`src/rtl/ps2_key_sequencer.sv`:
```
// ps2_key_sequencer: tracks PS/2 make/break/extended prefixes and shift state,
// drives the scancode translator, and queues non-zero ASCII results in a
// first-word-fall-through FIFO with a valid/ready handshake.
// Optional build macro PS2_REPEAT_SUPPRESS_EN: drop repeated make codes
// (typematic repeat) until the key's break code is seen.
module ps2_key_sequencer #(
  parameter int unsigned DEPTH = 4
) (
  input  logic       clk,
  input  logic       rst,
  input  logic [7:0] code_in,
  input  logic       code_valid,
  output logic [7:0] xlat_char,
  output logic       xlat_shift,
  input  logic [7:0] xlat_ascii,
  output logic [7:0] ascii_out,
  output logic       ascii_valid,
  input  logic       ascii_ready,
  output logic       err
);

  localparam int unsigned AW = $clog2(DEPTH);
  localparam logic [AW:0] FullCount = (AW+1)'(DEPTH);

  localparam logic [7:0] CodeBreak  = 8'hF0;
  localparam logic [7:0] CodeExt    = 8'hE0;
  localparam logic [7:0] CodeLShift = 8'h12;
  localparam logic [7:0] CodeRShift = 8'h59;

  typedef enum logic [2:0] {
    StIdle,
    StBrk,
    StExt,
    StExtBrk,
    StLookup
  } state_e;

  state_e      state_q;
  logic        lshift_q;
  logic        rshift_q;
  logic [7:0]  xlat_char_q;
  logic        xlat_shift_q;
  logic        err_q;

  logic [7:0]  mem_q [DEPTH];
  logic [AW-1:0] wr_ptr_q;
  logic [AW-1:0] rd_ptr_q;
  logic [AW:0] count_q;
  logic [AW:0] count_d;

  logic push_req;
  logic push_ok;
  logic pop;
  logic full;

`ifdef PS2_REPEAT_SUPPRESS_EN
  logic [7:0] last_make_q;
`endif

  assign push_req = (state_q == StLookup) && (xlat_ascii != 8'h00);
  assign full     = (count_q == FullCount);
  assign pop      = ascii_valid && ascii_ready;
  // A push into a full FIFO still lands if the head leaves in the same cycle.
  assign push_ok  = push_req && (!full || pop);

  // Prefix/shift tracking FSM with registered translator inputs.
  always_ff @(posedge clk) begin
    if (rst) begin
      state_q      <= StIdle;
      lshift_q     <= 1'b0;
      rshift_q     <= 1'b0;
      xlat_char_q  <= 8'h00;
      xlat_shift_q <= 1'b0;
`ifdef PS2_REPEAT_SUPPRESS_EN
      last_make_q  <= 8'h00;
`endif
    end else begin
      unique case (state_q)
        StIdle: begin
          if (code_valid) begin
            if (code_in == CodeBreak) begin
              state_q <= StBrk;
            end else if (code_in == CodeExt) begin
              state_q <= StExt;
            end else if (code_in == CodeLShift) begin
              lshift_q <= 1'b1;
            end else if (code_in == CodeRShift) begin
              rshift_q <= 1'b1;
`ifdef PS2_REPEAT_SUPPRESS_EN
            end else if (code_in != last_make_q) begin
              last_make_q  <= code_in;
              xlat_char_q  <= code_in;
              xlat_shift_q <= lshift_q | rshift_q;
              state_q      <= StLookup;
            end
`else
            end else begin
              xlat_char_q  <= code_in;
              xlat_shift_q <= lshift_q | rshift_q;
              state_q      <= StLookup;
            end
`endif
          end
        end
        StBrk: begin
          if (code_valid) begin
            if (code_in == CodeLShift) lshift_q <= 1'b0;
            if (code_in == CodeRShift) rshift_q <= 1'b0;
`ifdef PS2_REPEAT_SUPPRESS_EN
            if (code_in == last_make_q) last_make_q <= 8'h00;
`endif
            state_q <= StIdle;
          end
        end
        StExt: begin
          if (code_valid) begin
            state_q <= (code_in == CodeBreak) ? StExtBrk : StIdle;
          end
        end
        StExtBrk: begin
          if (code_valid) state_q <= StIdle;
        end
        StLookup: state_q <= StIdle;
        default:  state_q <= StIdle;
      endcase
    end
  end

  // Next FIFO occupancy.
  always_comb begin
    count_d = count_q;
    if (push_ok && !pop) begin
      count_d = count_q + (AW+1)'(1);
    end else if (!push_ok && pop) begin
      count_d = count_q - (AW+1)'(1);
    end
  end

  // FIFO pointers and occupancy.
  always_ff @(posedge clk) begin
    if (rst) begin
      wr_ptr_q <= '0;
      rd_ptr_q <= '0;
      count_q  <= '0;
    end else begin
      if (push_ok) wr_ptr_q <= wr_ptr_q + AW'(1);
      if (pop)     rd_ptr_q <= rd_ptr_q + AW'(1);
      count_q <= count_d;
    end
  end

  // FIFO storage; contents need no reset since the count gates visibility.
  always_ff @(posedge clk) begin
    if (!rst && push_ok) mem_q[wr_ptr_q] <= xlat_ascii;
  end

  // Sticky error: byte arriving during lookup, or push dropped on a full FIFO.
  always_ff @(posedge clk) begin
    if (rst) begin
      err_q <= 1'b0;
    end else if ((state_q == StLookup && code_valid) || (push_req && full && !pop)) begin
      err_q <= 1'b1;
    end
  end

  assign xlat_char   = xlat_char_q;
  assign xlat_shift  = xlat_shift_q;
  assign ascii_valid = (count_q != '0);
  assign ascii_out   = ascii_valid ? mem_q[rd_ptr_q] : 8'h00;
  assign err         = err_q;

endmodule

```
`config.mk`:
```
export PLATFORM = sky130hd
export DESIGN_NAME = ps2_key_sequencer
export DESIGN_NICKNAME = d
export VERILOG_FILES = /design/src/rtl/ps2_key_sequencer.sv
export SDC_FILE = /design/constraint.sdc
export NUM_CORES = 1
export LEC_CHECK = 0
export BUFFER_PORTS_ARGS = -buffer_cell sky130_fd_sc_hd__buf_2
export CAP_MARGIN = 0
export CORE_MARGIN = 5
export CORE_UTILIZATION = 50
export DETAILED_ROUTE_END_ITERATION = 10
export PLACE_DENSITY = 0.75
export SLEW_MARGIN = 20
export SYNTH_ARGS = -nofsm -noshare
export SYNTH_HDL_FRONTEND = slang
export SYNTH_SLANG_ARGS = --single-unit
```
`constraint.sdc`:
```
create_clock -name clk -period 2.3 [get_ports clk]
set_input_delay 0.46 -clock clk [delete_from_list [all_inputs] [get_ports clk]]
set_output_delay 0.46 -clock clk [all_outputs]
set_load 0.005 [all_outputs]
```
After elaboration in Yosys (flattened, before gate mapping). Memories as Yosys holds them, arrays and structs flattened. A register that Yosys moved wholly into a read port is not among the register bits. Cells that the tools add are included.

Add/subtract/negate cells: 4. Eq/ne operators: 22. Muxes and demuxes: 31. Bitwise operators: 5. Reduce and logical (&&, ||, !) cells: 25.

Operator list (number): $mux 3 (9); $ne 2x2->1 const B (10); $eq 8x8->1 const B (2); $mux 1 (15); $logic_and 1x1->1 (9); $pmux 3 s3 (1); $eq 8x5->1 const B (1); $eq 8x7->1 const B (1); $mux 8 (1); $ne 4x4->1 const B (2); $reduce_and 8->1 (1); $reduce_bool 8->1 (1); $reduce_and 7->1 (1); $eq 3x2->1 const B (2); $eq 3x3->1 const B (2); $mux 2 (3); $reduce_and 6->1 (1); $reduce_and 5->1 (1); $add 2x1->2 const B (2); $logic_not 1->1 (4); $not 1->1 (4); $pmux 1 s2 (2); $reduce_bool 2->1 (2); $add 3x1->3 const B (1); 8 further kinds (9).

Register bits: 22. Bits in writable memories: 32. Input bits: 20. Output and inout bits: 19. Logic and storage cells: 97. Memories kept: 1.

Memories: mem_q (depth 4, width 8, rd ports 1, clocked after memory_dff 1, wr ports 1, line 45) `logic [7:0] mem_q [DEPTH];`.

Depth between registers and ports, before layout. Gate-level depths: netlist of run 1.

Word-level depth: 8. Depth in mapped cells: 8. Mapped depth without buffers: 8.

Worst setup path before layout of run 1. No wires, ideal clock.

Path type: reg-to-reg. From: reg state_q[0]. To: reg count_q[2]. Setup time: 71 ps. Arrival time: 2215 ps. Data required time: 2229 ps. Setup slack: 14 ps. Cell stages (with the launch flop): 9. Path buffers: 0. Clock period less this slack: 2286 ps. Cell sequence: dfxtp_1 -> or3b_1 -> a211oi_2 -> ha_1 -> inv_1 -> fa_1 -> xor2_1 -> or3_1 -> a21oi_1.

Longest elaborated chain between the ends: 6. Elaborated cells on any way between the ends: 8. Those cells by class: eq/ne: 1; mux: 1; reduce/logical: 6.

RTL lines: start, declared (line 38) `state_e state_q;`; start signal, assigned (line 69) `state_q <= StIdle;`; start signal, assigned (line 82) `state_q <= StBrk;`; start signal, assigned (line 84) `state_q <= StExt;`; $eq 3x3->1 * (line 60) `assign push_req = (state_q == StLookup) && (xlat_ascii != 8'h00);`; $logic_and 1x1->1 * (line 60); $logic_and 1x1->1 * (line 64) `assign push_ok = push_req && (!full || pop);`; $logic_not 1->1 (line 134) `end else if (!push_ok && pop) begin`; $logic_and 1x1->1 (line 134); $reduce_bool 2->1 (no source line); end signal, assigned (line 148) `count_q <= count_d;`; end, declared (line 48) `logic [AW:0] count_q;`.

Every way passes the cells marked *; elsewhere a longest branch is shown, timed or not. A chain may end at the register's enable or synchronous reset.

Worst setup path after layout of run 1.
From: reg state_q[2]. To: reg count_q[2].

Same word-level chain as after synthesis.

==> results.sh, run 1 <==
export IMPL_p_leak_uw=0.001126
export IMPL_rows=25
export IMPL_drt_iter0_drc=58
export IMPL_die_area_um2=6366
export IMPL_grt_pass1_vias=1518
export IMPL_slew_headroom_pct=69.71
export IMPL_dpl_hpwl_um=3088
export IMPL_drt_vias_per_instance=5.000
export IMPL_routedWlPerCell_um=14.34
export IMPL_hold_viol_final=0
export IMPL_hold_path_class="in -> reg"
export IMPL_grt_overflow=0
export IMPL_cts_clk_slew_worst_paths_ps=90
export IMPL_drive_gt1_share_pct=36.96
export IMPL_cp_required_ps=2550
export IMPL_synthFlopType="edfxtp_1"
export IMPL_routed_wl_um=4260
export IMPL_synth_mux_area_share_pct=11.92
export IMPL_clock_skew_ps=7.601
export IMPL_core_area_um2=4723
export IMPL_max_freq_ghz=0.4362
export IMPL_max_cap_violations=0
export IMPL_slowest_delay_ps=400
export IMPL_setup_slack_ps=7.313
export IMPL_syn_inst=175
export IMPL_syn_avg_cell_area_um2=13.91
export IMPL_grt_util_all_layers_pct=14.75
export IMPL_nNetsFinal=255
export IMPL_cts_buffers=5
export IMPL_die_w_um=79.79
export IMPL_clk_path_buf_depth=2
export IMPL_endpoint_kind="register"
export IMPL_grt_max_degree=19
export IMPL_fin_crit_sh_pct=99.68
export IMPL_path_max_fanout=4
export IMPL_p_per_area_nw_per_um2=843.2
export IMPL_yosys_warnings=0
export IMPL_start_util_pct=51.55
export IMPL_finalMaxSlewViolations=0
export IMPL_ant_nets=0
export IMPL_cts_sinks=56
export IMPL_vdd_ir_drop_max_mv=0.3422
export IMPL_fin_cells=297
export IMPL_finalHoldWorstSlack_ps=385.3
export IMPL_worst_ep_arrival_time_ps=2540
export IMPL_cts_tree="yes"
export IMPL_gp_congestion=0.7619
export IMPL_yosys_area_top_type_share_pct=39.47
export IMPL_drc=0
export IMPL_min_period_ps=2293
export IMPL_crit_chain="or3b_4 -> a211oi_4 -> ha_2 -> inv_1 -> fa_2 -> xor2_1 -> or3_1 -> a21oi_2"
export IMPL_synth_most_common_cell="edfxtp_1"
export IMPL_worst_pin_slew_ps=454.3
export IMPL_clock_latency_ps=310
export IMPL_async_flop_share_pct=0
export IMPL_status="complete, no violations"
export IMPL_dr_pass1_iters=4
export IMPL_ios=39
export IMPL_synth_compound_area_share_pct=4.008
export IMPL_grt_pass1_wl_um=7148
export IMPL_synthSimpleGateAreaFrac_pct=17.47
export IMPL_synth_largest_area_cell="edfxtp_1"
export IMPL_syn_to_final_growth_pct=20.56
export IMPL_setup_violations_final=0
export IMPL_ys_types=45
export IMPL_synth_commonest_cells="edfxtp_1 (32), dfxtp_1 (24), nand2b_1 (17), and2_1 (12), mux2i_1 (11)"
export IMPL_dp_cells=286
export IMPL_synth_area_top_cells="edfxtp_1 (39%), dfxtp_1 (20%), mux4_2 (7.4%)"
export IMPL_critPathKind="reg -> reg"
export IMPL_cts_max_level=2
export IMPL_root_buffer="clkbuf_8"
export IMPL_die_h_um=79.79
export IMPL_place_ws_ps=-30.84
export IMPL_synth_xor_area_share_pct=1.799
export IMPL_vias=1485
export IMPL_slowest_stage="or3b_4"
export IMPL_rsz0062_at_grt="yes"
export IMPL_portBuffers=38
export IMPL_synth_edff_count=32
export IMPL_total_power_uw=2475
export IMPL_synth_nets=201
export IMPL_yosys_register_bits=56
export IMPL_diodes=0
export IMPL_synthAdderAreaFrac_pct=3.392
export IMPL_syn_area_um2=2435
export IMPL_antenna_found_initial=0
export IMPL_critPathLaunchType="register"
export IMPL_synth_top_family_by_area="simple AND/OR/NAND/NOR gates"
export IMPL_ys_seq_area_share_pct=59.20
==> sequential cells by signal, indices dropped and copies added (netlist names), named ones only <==
| signal | flops |
|---|---|
| mem_q | 32 |
| xlat_char | 8 |
| count_q | 3 |
| state_q | 3 |
| rd_ptr_q | 2 |
| wr_ptr_q | 2 |
| err | 1 |
| lshift_q | 1 |
| rshift_q | 1 |
| xlat_shift | 1 |
==> layout make-up <==
type | count | area, um2
Multi-Input combinational cell | 108 | 964.7
Tap cell | 67 | 83.83
Clock buffer | 5 | 68.82
Clock inverter | 3 | 47.55
Fill cell | 351 | 1788
Timing Repair Buffer | 54 | 310.3
Inverter | 4 | 15.01
Sequential cell | 56 | 1445
==> final timing paths <==
kind / slack (ps) / cells past startpoint / from / to
worst min register to register: 450 / 2 / err / err
worst max register to register: 7 / 8 / state_q[2] / count_q[2]
worst max-delay path: 7 / 8 / state_q[2] / count_q[2]
worst min-delay path: 390 / 1 / xlat_ascii[5] / mem_q[1][5]
==> per-layer routing <==
metal,GRT usage (%),up-vias,wire length [um]
li1,-,748,-
met1,17.77,697,1859
met2,25.46,33,2112
met3,3.612,7,216
met4,5.574,0,72
met5,0,-,0
==> power breakdown <==
group	switching [uW]	internal, uW
clock	313	328
combinational	291	362
sequential	56.7	1120
total	661	1810
==> cells by family (layout without fill, tap and decap cells) <==
logic type / Yosys count / count (layout)
and+or+nand+nor: 65 / 65
AOI/OAI and AO/OA: 13 / 13
DFF: 56 / 56
xor gates and xnor gates: 5 / 5
buffers and inverters: 11 / 66
muxes: 19 / 19
adders and majority gates: 6 / 6
==> layout by cell type, fill, tap and decap left out, types with 4 or more instances in the layout <==
cell / n
dfxtp_1: 23
ha_1: 4
mux2i_1: 11
inv_1: 4
nor2_1: 9
buf_4: 16
edfxtp_1: 32
nand2b_1: 17
buf_2: 38
clkbuf_8: 5
mux4_2: 8
and2_1: 12
xor2_1: 4
==> through the flow <==
stage / area (um2) / setup TNS [ps] / util [%]
2_1_floorplan: 2435 / 0 / -
3_5_place_dp: 2768 / -30.84 / 58.60
6_report: 2935 / 0 / 62.15
3_3_place_gp: 2768 / 0 / 58.60
4_1_cts: 2885 / 0 / 61.09
5_1_grt: 2935 / -62.82 / 62.15
==> repair_timing <==
action | in CTS | in global routing
setup endpoints to repair | 1 | 1
gates resized for setup | 1 | 7
pin swaps | 0 | 4
hold buffers | 0 | 0
setup buffers | 0 | 3
==> critical path: cells and delay by family, from the launching register on <==
kind	cells	cell delay, ps
simple gates	2	760
buf+inv	1	50
compound gates	2	360
xor+xnor	1	160
flops	1	370
fa+ha+maj	2	540
Note: power is estimated with default switching activity, not from simulation.
==> run 2, diff against run 1 <==
Settings changed: RECOVER_POWER set to 25, TNS_END_PERCENT set to 1.
==> run 2 against run 1 <==
Net effect: global-route usage unchanged; clock-buffer cell count did not move; routed wire length grew 0.12%; sequential power hardly changed; sequential share of layout area is 0.32 points higher; worst hold slack improved by 50 ps; utilization shrank 0.40 points; flip-flop and latch count unchanged; clock power barely moved; power down 0.11%; critical path depth stayed put.
==> results.sh, run 2 (same netlist as run 1, synthesis figures left out) <==
export IMPL_layout_common_cells="buf_2 (32), edfxtp_1 (32), dfxtp_1 (23)"
export IMPL_routed_wl_um=4265
export IMPL_swShare_pct=26.76
export IMPL_die_w_um=79.79
export IMPL_ios=39
export IMPL_vdd_ir_drop_max_mv=0.3422
export IMPL_max_freq_ghz=0.4362
export IMPL_die_h_um=79.79
export IMPL_portBuffers=38
export IMPL_drive_gt1_share_pct=33.04
export IMPL_grt_use_met2_pct=25.46
export IMPL_core_area_um2=4723
export IMPL_root_buffer="clkbuf_8"
export IMPL_p_int_uw=1811
export IMPL_vias=1489
export IMPL_drt_vias_per_instance=5.013
export IMPL_dr_pass1_iters=4
export IMPL_r2r_end="count_q[2]"
export IMPL_die_area_um2=6366
export IMPL_fin_crit_sh_pct=99.68
export IMPL_met3_usage_pct=3.612
export IMPL_dpl_hpwl_um=3088
export IMPL_grt_pass1_wl_um=7148
export IMPL_finalMaxSlewViolations=0
export IMPL_dpl_cell_area_um2=2768
export IMPL_p_leak_uw=0.001098
export IMPL_grt_overflow=0
export IMPL_crit_chain="or3b_4 -> a211oi_4 -> ha_2 -> inv_1 -> fa_2 -> xor2_1 -> or3_1 -> a21oi_2"
export IMPL_critPathLaunchType="register"
export IMPL_worst_pin_slew_ps=463.4
export IMPL_endpoint_kind="register"
export IMPL_cts_sinks=56
export IMPL_slew_headroom_pct=69.11
export IMPL_status="complete, no violations"
export IMPL_min_delay_path_depth=3
export IMPL_cp_required_ps=2550
export IMPL_power_switching_uw=661.5
export IMPL_p_per_area_nw_per_um2=847.7
export IMPL_cts_hold_buf=0
export IMPL_final_util_pct=61.75
export IMPL_start_util_pct=51.55
export IMPL_design_area_um2=2917
export IMPL_place_ws_ps=-30.84
export IMPL_cts_tree="yes"
export IMPL_slowest_delay_ps=400
export IMPL_clkPwrFrac_pct=26.0
export IMPL_clk_path_buf_depth=2
export IMPL_critPathKind="reg -> reg"
export IMPL_combPwrFrac_pct=26.3
export IMPL_drc=0
export IMPL_antenna_found_initial=0
export IMPL_largest_reg_flops=32
export IMPL_setup_slack_ps=7.388
export IMPL_setup_violations_final=0
export IMPL_ant_nets=0
export IMPL_rr_startpoint="state_q[2]"
export IMPL_path_max_fanout=4
export IMPL_holdPathEnd="xlat_char[5]"
export IMPL_routedWlPerCell_um=14.36
export IMPL_slowest_stage="or3b_4"
export IMPL_hold_path_class="in -> reg"
export IMPL_busiest_layer="met2"
export IMPL_drt_iter0_drc=66
export IMPL_gp_congestion=0.7619
export IMPL_grt_max_degree=19
export IMPL_rrSetupSlack_ps=7
export IMPL_grt_util_all_layers_pct=14.75
export IMPL_fillers=358
export IMPL_top_register="mem_q"
export IMPL_hold_viol_final=0
export IMPL_worst_ep_arrival_time_ps=2540
export IMPL_clock_latency_ps=310
export IMPL_pwr_share_seq_pct=47.8
export IMPL_nNetsFinal=255
export IMPL_r2r_cells=8
export IMPL_cts_buffers=5
export IMPL_syn_to_final_growth_pct=19.78
export IMPL_cts_clk_slew_worst_paths_ps=90
export IMPL_cts_max_level=2
export IMPL_diodes=0
export IMPL_rows=25
export IMPL_met1_usage_pct=17.77
export IMPL_min_period_ps=2293
export IMPL_max_cap_violations=0
export IMPL_clock_skew_ps=7.739
export IMPL_rsz0062_at_grt="yes"
export IMPL_grt_pass1_vias=1518
export IMPL_min_from="code_in[5]"
## run 2: stage by stage
step | power, uW | instances | hold slack, ps | TNS (ps)
3_5_place_dp | 1835 | 286 | 439.1 | -30.84
5_1_grt | 2635 | 297 | 432.9 | -62.82
4_1_cts | 2483 | 294 | 375.4 | 0
6_report | 2472 | 297 | 435.3 | 0
2_1_floorplan | 1599 | 175 | 432.3 | 0
3_3_place_gp | 1825 | 286 | 432.3 | 0
## run 2: layout make-up
cell class	count	area (um2)	share of cell area (%)
inverter	4	15.01	0.5148
sequential	56	1445	49.55
clock buffer	5	68.82	2.360
multi-input combinational	108	964.7	33.08
timing repair buffer	54	291.5	9.996
clock inverter	3	47.55	1.630
tap	67	83.83	2.874
## run 2: what timing repair did
action / CTS / global route
setup endpoints to repair: 1 / 1
resized for setup: 1 / 7
setup buffers: 0 / 3
pin swaps: 0 / 4
## run 2: per-layer routing
layer / share of wire, % / wire length, um
met1: 43 / 1854
met2: 50 / 2129
met3: 4.9 / 209
met4: 1.7 / 72
met5: 0 / 0
## run 2: worst max-delay path: cells and delay by family (launching register included)
family	cells	cell delay (ps)
compound gates	2	360
xor+xnor	1	160
fa+ha+maj	2	540
buf+inv	1	50
flops	1	370
simple gates	2	760
## run 2: how the worst max path moves through the flow
stage / from / cells after the start / end / slack (ps)
4_1_cts: state_q[2] / 8 / count_q[2] / 30
5_1_grt: state_q[2] / 8 / count_q[2] / -60
3_3_place_gp: xlat_ascii[1] / 10 / count_q[2] / 30
6_report: state_q[2] / 8 / count_q[2] / 7
2_1_floorplan: state_q[0] / 8 / count_q[2] / 10
3_5_place_dp: xlat_ascii[0] / 10 / count_q[2] / -30
## run 2: power by group through the flow
stage | registers (uW) | clock network (uW) | logic (uW)
final | 1180 | 642 | 649
after global routing | 1190 | 712 | 731
after CTS | 1180 | 666 | 638
after detailed placement | 1200 | 0 | 634
after global placement | 1200 | 0 | 626
after floorplan | 1180 | 0 | 415
==> run 3, diff against run 2 <==
--- a/config.mk
+++ b/config.mk
@@ -7,8 +7,8 @@
 export LEC_CHECK = 0
-export BUFFER_PORTS_ARGS = -buffer_cell sky130_fd_sc_hd__buf_2
-export CAP_MARGIN = 0
+export CAP_MARGIN = 10
 export CORE_MARGIN = 5
-export CORE_UTILIZATION = 50
+export CORE_UTILIZATION = 56
 export DETAILED_ROUTE_END_ITERATION = 10
-export PLACE_DENSITY = 0.75
+export DONT_BUFFER_PORTS = 1
+export PLACE_DENSITY = 0.74
 export RECOVER_POWER = 25
==> constraint.sdc (replaced) <==
create_clock -name clk -period 2.3 [get_ports clk]
set_input_delay 0.115 -clock clk [delete_from_list [all_inputs] [get_ports clk]]
set_output_delay 0.115 -clock clk [all_outputs]
set_load 0.005 [all_outputs]
==> run 3 against run 2 <==
Net effect: die area decreased by 9.4%; global-route usage increased by 5.8 points; flip-flop and latch count unchanged; via count increased by 11%; fmax increased by 2.0%; power decreased by 4.1%; cell count decreased by 4.0%; setup slack improved by 45 ps; clock-buffer cell count unchanged; clock skew decreased by 1.2 ps; routed wire length increased by 32%; critical endpoint unchanged; largest cell class unchanged; largest power group unchanged; highest routed layer unchanged.
==> results.sh, run 3 (same netlist as run 1, synthesis figures left out) <==
export IMPL_status="complete, no violations"
export IMPL_crit_start="state_q[1]"
export IMPL_layout_commonest_cell="dlygate4sd3_1"
export IMPL_busiest_layer="met2"
export IMPL_dp_cells=225
export IMPL_cts_clk_slew_worst_paths_ps=100
export IMPL_routedWlPerCell_um=19.72
export IMPL_worst_ep_arrival_time_ps=2500
export IMPL_dpl_hpwl_um=3166
export IMPL_min_from="code_in[5]"
export IMPL_critPathLaunchType="register"
export IMPL_cts_buffers=5
export IMPL_ant_nets=0
export IMPL_r2r_cells=8
export IMPL_vdd_ir_drop_max_mv=0.3769
export IMPL_portBuffers=0
export IMPL_worst_pin_slew_ps=774.7
export IMPL_gp_congestion=0.7793
export IMPL_p_leak_uw=0.001145
export IMPL_grt_max_degree=34
export IMPL_critPathKind="reg -> reg"
export IMPL_crit_chain="or3b_4 -> a211oi_4 -> ha_2 -> inv_1 -> fa_2 -> xor2_1 -> or3_1 -> a21oi_2"
export IMPL_max_cap_violations=0
export IMPL_slowest_delay_ps=410
export IMPL_rows=24
export IMPL_dr_pass1_iters=4
export IMPL_design_area_um2=3141
export IMPL_rrSetupSlack_ps=50
export IMPL_fillers=277
export IMPL_cts_sinks=56
export IMPL_fin_cells=285
export IMPL_rr_startpoint="state_q[1]"
export IMPL_max_freq_ghz=0.4450
export IMPL_path_buf_inv=1
export IMPL_min_period_ps=2247
export IMPL_path_delay_family="simple AND/OR/NAND/NOR gates"
export IMPL_grt_util_all_layers_pct=20.51
export IMPL_hold_path_class="in -> reg"
export IMPL_cp_endpoint="count_q[2]"
export IMPL_cts_tree="yes"
export IMPL_r2r_end="count_q[2]"
export IMPL_grt_overflow=0
export IMPL_hold_viol_final=0
export IMPL_die_w_um=75.94
export IMPL_clk_path_buf_depth=2
export IMPL_clock_latency_ps=310
export IMPL_routed_wl_um=5621
export IMPL_setup_tns_final_ps=0
export IMPL_dpl_cell_area_um2=2499
export IMPL_path_max_fanout=2
export IMPL_fin_crit_sh_pct=97.71
export IMPL_nNetsFinal=258
export IMPL_endpoint_kind="register"
export IMPL_p_int_uw=1697
export IMPL_ios=39
export IMPL_cts_max_level=2
export IMPL_finalMaxSlewViolations=0
export IMPL_p_per_area_nw_per_um2=754.9
export IMPL_power_switching_uw=673.6
export IMPL_antenna_found_initial=0
export IMPL_met3_usage_pct=6.280
export IMPL_slowest_stage="or3b_4"
export IMPL_root_buffer="clkbuf_8"
export IMPL_final_util_pct=73.14
export IMPL_top_register="mem_q"
export IMPL_finalHoldWorstSlack_ps=251.8
export IMPL_die_h_um=75.94
export IMPL_grt_pass1_vias=1880
export IMPL_core_area_um2=4294
export IMPL_crit_cells=8
export IMPL_start_util_pct=56.70
export IMPL_setup_violations_final=0
export IMPL_drc=0
export IMPL_clock_skew_ps=6.540
export IMPL_clkPwrFrac_pct=22.9
export IMPL_pwr_share_seq_pct=51.6
export IMPL_cp_required_ps=2550
export IMPL_drive_gt1_share_pct=18.45
export IMPL_combPwrFrac_pct=25.5
export IMPL_met1_usage_pct=21.25
export IMPL_swShare_pct=28.41
export IMPL_largest_reg_flops=32
export IMPL_vias=1648
export IMPL_die_area_um2=5767
export IMPL_drt_iter0_drc=99
export IMPL_slew_headroom_pct=47.87
export IMPL_grt_pass1_wl_um=9363
export IMPL_grt_use_met2_pct=37.59
export IMPL_layout_common_cells="dlygate4sd3_1 (46), edfxtp_1 (32), dfxtp_1 (23)"
export IMPL_drt_vias_per_instance=5.782
export IMPL_syn_to_final_growth_pct=28.98
export IMPL_rsz0062_at_grt="yes"
export IMPL_diodes=0
-- run 3: area by class of cell --
class                      count  area, um2  area share [%]
clock buffer                   5      68.82           2.191
clock inverter                 3      22.52          0.7171
inverter                       4      15.01          0.4781
multi-input combinational    108      979.7           31.20
sequential                    56       1443           45.94
tap                           52      65.06           2.072
timing repair buffer          57      546.8           17.41
-- run 3: per-stage QoR --
step / setup slack [ps] / power, uW
2_1_floorplan: 13.95 / 1599
3_3_place_gp: 121.0 / 1676
3_5_place_dp: -42.67 / 1711
4_1_cts: -22.98 / 2369
5_1_grt: -11.96 / 2503
6_report: 52.71 / 2371
-- run 3: worst reg2reg max path, cell delays in order, from the launching register on --
cell and delay (ps):
dfxtp_1 330, or3b_4 420, a211oi_4 190, ha_2 220, inv_1 60, fa_2 330
xor2_1 160, or3_1 320, a21oi_2 160
-- run 3: routing by layer --
layer	part of all wire (%)	wire length (um)	vias to the layer above
li1	-	-	757
met1	37	2082	830
met2	56	3125	51
met3	5.6	313	10
met4	1.8	99	0
met5	0	0	-
-- run 3: how the worst min path moves through the flow --
stage,end,slack [ps],depth (start not counted)
after floorplan,mem_q[0][0],210,0
after global placement,count_q[2],190,1
after detailed placement,err,190,1
after CTS,count_q[2],-150,1
after global routing,state_q[2],250,3
final,state_q[2],250,3
-- run 3: power by group through the flow --
stage	registers (uW)	clock network, uW	logic [uW]
final	1220	543	605
after global routing	1240	595	665
after CTS	1220	553	592
after detailed placement	1240	0	468
after global placement	1240	0	440
after floorplan	1180	0	415
-- run 3: what timing repair did --
item | in CTS | in global routing
hold buffers | 45 | 1
setup buffers | 3 | 2
endpoints found under the hold margin | 56 | 2
pin swaps | 4 | 4
gates resized for setup | 5 | 10
gates cloned | 0 | 1
endpoints found under the setup margin | 1 | 10
